==> config.mk <==
export PLATFORM = sky130hd
export DESIGN_NAME = barrel_seq_ctrl_flat
export DESIGN_NICKNAME = d
export VERILOG_FILES = /design/src/rtl/barrel_pkg.sv /design/src/rtl/barrel_seq_ctrl_if.sv /design/src/rtl/barrel_seq_ctrl_barrel.sv /design/src/rtl/barrel_seq_ctrl.sv /design/src/flat_wrapper.sv
export SDC_FILE = /design/constraint.sdc
export NUM_CORES = 1
export LEC_CHECK = 0
export CAP_MARGIN = 20
export CORE_UTILIZATION = 55
export CTS_BUF_LIST = sky130_fd_sc_hd__clkbuf_2
export DETAILED_ROUTE_END_ITERATION = 7
export DONT_BUFFER_PORTS = 1
export PLACE_DENSITY_LB_ADDON = 0.12
export SLEW_MARGIN = 25
export SYNTH_ARGS = -nofsm -noshare
export SYNTH_HDL_FRONTEND = slang
export SYNTH_HIERARCHICAL = 1
export SYNTH_SLANG_ARGS = --single-unit
==> constraint.sdc <==
create_clock -name clk -period 4.2 [get_ports clk]
set_input_delay 0.84 -clock clk [delete_from_list [all_inputs] [get_ports clk]]
set_output_delay 0.84 -clock clk [all_outputs]
set_load 0.005 [all_outputs]
==> src/rtl/barrel_pkg.sv <==
// Shared defaults and FSM state type for the barrel sequencer slice.
package barrel_pkg;

    localparam int unsigned WIDTH_DEF = 4;
    localparam int unsigned SELW_DEF  = 3;
    localparam int unsigned STEPW_DEF = 4;

    typedef enum logic [1:0] {
        IDLE  = 2'd0,
        SHIFT = 2'd1,
        OUT   = 2'd2
    } state_t;

endpackage

==> src/rtl/barrel_seq_ctrl_if.sv <==
// Request/response bus of the barrel sequencer.
// master = requester/consumer side, slave = controller side.
interface barrel_seq_ctrl_if
    import barrel_pkg::*;
#(
    parameter int unsigned WIDTH = WIDTH_DEF,
    parameter int unsigned SELW  = SELW_DEF,
    parameter int unsigned STEPW = STEPW_DEF
) ();

    logic             req_valid;
    logic             req_ready;
    logic [WIDTH-1:0] req_data;
    logic [SELW-1:0]  req_sel;
    logic [STEPW-1:0] req_steps;
    logic             rsp_valid;
    logic             rsp_ready;
    logic [WIDTH-1:0] rsp_data;
    logic             rsp_last;

    modport master (
        output req_valid, req_data, req_sel, req_steps, rsp_ready,
        input  req_ready, rsp_valid, rsp_data, rsp_last
    );

    modport slave (
        input  req_valid, req_data, req_sel, req_steps, rsp_ready,
        output req_ready, rsp_valid, rsp_data, rsp_last
    );

endinterface

==> src/rtl/barrel_seq_ctrl_barrel.sv <==
// Combinational barrel shifter: rotates the word left by (sel mod WIDTH).
module barrel
    import barrel_pkg::*;
#(
    parameter int unsigned WIDTH = WIDTH_DEF,
    parameter int unsigned SELW  = SELW_DEF
) (
    input  logic [WIDTH-1:0] in,
    input  logic [SELW-1:0]  sel,
    output logic [WIDTH-1:0] out
);

    logic [31:0] amt;

    // Rotate-left; amt==0 makes the right-hand term shift out completely.
    always_comb begin
        amt = 32'(sel) % 32'(WIDTH);
        out = (in << amt) | (in >> (32'(WIDTH) - amt));
    end

endmodule

==> src/rtl/barrel_seq_ctrl.sv <==
// Barrel sequencer: accepts a word, applies the barrel shifter a programmed
// number of times and emits the intermediate word after every pass.
module barrel_seq_ctrl
    import barrel_pkg::*;
#(
    parameter int unsigned WIDTH = WIDTH_DEF,
    parameter int unsigned SELW  = SELW_DEF,
    parameter int unsigned STEPW = STEPW_DEF
) (
    input  logic               clk,
    input  logic               rst,
    barrel_seq_ctrl_if.slave   bus,
    output logic               busy
);

    state_t           state;
    state_t           state_nx;
    logic [WIDTH-1:0] acc;
    logic [WIDTH-1:0] shf;
    logic [SELW-1:0]  sel_q;
    logic [STEPW-1:0] cnt;
    logic             accept;
    logic             rsp_hs;

    barrel #(
        .WIDTH (WIDTH),
        .SELW  (SELW)
    ) u_barrel (
        .in  (acc),
        .sel (sel_q),
        .out (shf)
    );

    // Handshake outputs; rst masks them so a same-cycle handshake is aborted.
    always_comb begin
        bus.req_ready = (state == IDLE) && !rst;
        bus.rsp_valid = (state == OUT) && !rst;
        bus.rsp_data  = acc;
        bus.rsp_last  = (state == OUT) && (cnt == '0) && !rst;
        busy          = (state != IDLE);
        accept        = bus.req_valid && bus.req_ready;
        rsp_hs        = bus.rsp_valid && bus.rsp_ready;
    end

    // Next-state decode.
    always_comb begin
        state_nx = state;
        case (state)
            IDLE: begin
                if (accept) begin
                    state_nx = (bus.req_steps == '0) ? OUT : SHIFT;
                end
            end
            SHIFT: begin
                state_nx = OUT;
            end
            OUT: begin
                if (rsp_hs) begin
                    state_nx = (cnt == '0) ? IDLE : SHIFT;
                end
            end
            default: begin
                state_nx = IDLE;
            end
        endcase
    end

    // State register.
    always_ff @(posedge clk) begin
        if (rst) begin
            state <= IDLE;
        end else begin
            state <= state_nx;
        end
    end

    // Datapath registers: capture on accept, one shifter pass per SHIFT cycle.
    always_ff @(posedge clk) begin
        if (rst) begin
            acc   <= '0;
            cnt   <= '0;
            sel_q <= '0;
        end else if (accept) begin
            acc   <= bus.req_data;
            cnt   <= bus.req_steps;
            sel_q <= bus.req_sel;
        end else if (state == SHIFT) begin
            acc   <= shf;
            cnt   <= cnt - STEPW'(1);
        end
    end

endmodule

==> src/flat_wrapper.sv <==
// flat-port wrapper written by rule: the top's interface ports become plain ports
module barrel_seq_ctrl_flat import barrel_pkg::*;
#(
    parameter int unsigned WIDTH = WIDTH_DEF,
    parameter int unsigned SELW  = SELW_DEF,
    parameter int unsigned STEPW = STEPW_DEF
)
  (clk, rst, busy, bus_req_valid, bus_req_data, bus_req_sel, bus_req_steps, bus_rsp_ready, bus_req_ready, bus_rsp_valid, bus_rsp_data, bus_rsp_last);
  barrel_seq_ctrl_if #(.WIDTH(WIDTH), .SELW(SELW), .STEPW(STEPW)) bus_i ();
  input  logic clk;
  input  logic rst;
  output logic busy;
  input wire logic [$bits(bus_i.req_valid)-1:0] bus_req_valid;
  input wire logic [$bits(bus_i.req_data)-1:0] bus_req_data;
  input wire logic [$bits(bus_i.req_sel)-1:0] bus_req_sel;
  input wire logic [$bits(bus_i.req_steps)-1:0] bus_req_steps;
  input wire logic [$bits(bus_i.rsp_ready)-1:0] bus_rsp_ready;
  output wire logic [$bits(bus_i.req_ready)-1:0] bus_req_ready;
  output wire logic [$bits(bus_i.rsp_valid)-1:0] bus_rsp_valid;
  output wire logic [$bits(bus_i.rsp_data)-1:0] bus_rsp_data;
  output wire logic [$bits(bus_i.rsp_last)-1:0] bus_rsp_last;
  assign bus_i.req_valid = bus_req_valid;
  assign bus_i.req_data = bus_req_data;
  assign bus_i.req_sel = bus_req_sel;
  assign bus_i.req_steps = bus_req_steps;
  assign bus_i.rsp_ready = bus_rsp_ready;
  assign bus_req_ready = bus_i.req_ready;
  assign bus_rsp_valid = bus_i.rsp_valid;
  assign bus_rsp_data = bus_i.rsp_data;
  assign bus_rsp_last = bus_i.rsp_last;
  barrel_seq_ctrl #(.WIDTH(WIDTH), .SELW(SELW), .STEPW(STEPW)) u_core (.clk(clk), .rst(rst), .bus(bus_i), .busy(busy));
endmodule
==> metrics.md <==
| Metric | Value |
|---|---|
| Setup TNS | `0 ns` |
| Fmax | `0.4902 GHz` |
| Pwr dens | `333.5 nW/um^2` |
| Mapped Cells | `95` |
| Number of global-route vias before repair | `560` |
| Syn_area_per_cell | `8.429 sq um` |
| Wire length of the first global-routing pass | `2421 microns` |
| Final setup slack of the worst path | `2.160 ns` |
| TritonCTS clock tree | `done` |
| Initial core utilization | `0.6004` |
| Yosys warnings | `6` |
| Final WL | `1707 microns` |
| Worst skew pair latency | `0.27 ns` |
| Worst slew pin tran | `0.6697 ns` |
| Layout cells sized above 1 | `0.1304` |
| Die Wd | `40.16 microns` |
| Gr usage total | `0.2327` |
| Clk root buf | `clkbuf_2` |
| HP Start | `u_core/cnt[1]$_SDFFE_PP0P_` |
| Status | `completed` |
| Reg2reg end | `u_core/bus.rsp_data[1]$_SDFFE_PP0P_` |
| CTS Hold Bufs | `0` |
| Post-Syn Nets | `113` |
| Final setup fails | `0` |
| DRC | `0` |
| Die height | `40.16 microns` |
| Clock buffers created by TritonCTS | `3` |
| Max clock buf depth | `2` |
| Hold WC Path Type | `register to register` |
| DRT iter0 DRCs | `27` |
| DP Worst Slack | `1.928 ns` |
| Port buffer count | `0` |
| Syn Std Cell Area | `800.8 sq um` |
| Commonest non-fill, non-tap cell in the layout | `dfxtp_1` |
| Reg2Reg Depth | `7` |
| Commonest non-fill, non-tap cells in the layout | `dfxtp_1 (12), nand3_1 (9), a21oi_1 (6)` |
| Worst Hold Depth | `2` |
| CTS resizes | `0` |
| Post-layout utilization of the core | `0.5994` |
| Die area | `1612 sq um` |
| Max cap viols | `0` |
| H-tree depth | `1` |
| 1st-pass router iterations | `4` |
| Clk slew on worst S/H paths | `0.12 ns` |
| Total grt overflow | `0` |
| Crit-path max FO | `11` |
| Diodes inserted | `0` |
| Setup crit end kind | `output port` |
| Std cell rows | `13` |
| GPL Wtd Cong | `0.7562` |
| Final Hold Fails | `0` |
| Core area | `1334 sq um` |
| Nets | `111` |
| Hold EP | `u_core/cnt[1]$_SDFFE_PP0P_` |
| HPWL Detailed | `1219 microns` |
| Area Growth Syn to Fin | `-0.1562%` |
| Minimum clock period | `2.040 ns` |
| ANT nets after route | `0` |
| Routed via count | `702` |
| Setup crit start kind | `register` |
| CP required | `3.36 ns` |
| Peak supply drop | `0.0002392 V` |
| Final period utilization | `0.4857` |
| IO Pins | `23` |
| Critical path type | `register to output port` |
| Largest net degree at the start of global routing | `14` |
| Reg2reg start | `u_core/sel_q[0]$_SDFFE_PP0P_` |
| Slew Limit Fails | `0` |
| Pleak | `0.0002709 uW` |
| DR vias/cell | `6.561` |
| Hold Slack | `0.4837 ns` |
| Worst slew margin | `0.5516` |
| CTS sink cnt | `12` |
| # Post-CTS Setup Buffers | `0` |
| Final Skew | `0.007116 ns` |
| # fillers | `129` |
| Initial antenna violation count | `0` |
| WL per Instance | `15.95 microns` |
| Critical path arrival | `1.20 ns` |
| Setup slack, reg-to-reg | `2.26 ns` |
| Unrepaired setup endpoints after global routing | `no` |
-- metrics by stage --
stage,cells,area (sq um),total power [uW]
2_1_floorplan,95,800.8,199.9
3_3_place_gp,103,772.0,204.1
3_5_place_dp,103,772.0,206.7
4_1_cts,107,790.8,266.7
5_1_grt,107,799.5,281.4
6_report,107,799.5,266.7
-- metal layers --
metal,vias to the layer above,share of wire,track usage
met3,0,0.083,0.1056
met1,328,0.47,0.2900
met5,-,0,0
li1,346,-,-
met4,0,0,0.06897
met2,28,0.45,0.3548
-- report_power, final --
part | total [uW] | internal (uW) | switching [uW] | leakage (uW)
registers | 141 | 124 | 16.6 | 0.0000986
clock network | 60.2 | 20.7 | 39.6 | 0.0000140
logic | 65.4 | 31.5 | 33.9 | 0.000158
total | 267 | 177 | 90.0 | 0.000271
-- worst max-delay path, cell delays in order, from the launching register on --
cell     delay (ns)
dfxtp_1        0.44
or2_2          0.36
nor2_1         0.12
-- flip-flops by register name, indices dropped and copies added, names as in the netlist --
register             cells
u_core/state             2
u_core/sel_q             2
u_core/cnt               4
u_core/bus.rsp_data      4
-- worst max-delay path by stage --
stage | startpoint | to | depth (start not counted)
floorplan | rst | bus_rsp_valid | 3
global placement | rst | u_core/cnt[0]$_SDFFE_PP0P_ | 3
detailed placement | rst | u_core/cnt[0]$_SDFFE_PP0P_ | 3
CTS | u_core/state[1]$_SDFFE_PP0P_ | bus_req_ready | 2
global route | u_core/state[1]$_SDFFE_PP0P_ | bus_req_ready | 2
finish | u_core/state[1]$_SDFFE_PP0P_ | bus_req_ready | 2
-- cell type report --
type | count | area [sq um] | share of cell area
Inverter | 6 | 22.52 | 0.02817
Sequential cell | 12 | 240.2 | 0.3005
Multi-Input combinational cell | 70 | 499.2 | 0.6244
Clock inverter | 1 | 3.754 | 0.004695
Tap cell | 15 | 18.77 | 0.02347
Clock buffer | 3 | 15.01 | 0.01878
No activity file was read; power rests on OpenSTA's default activity.
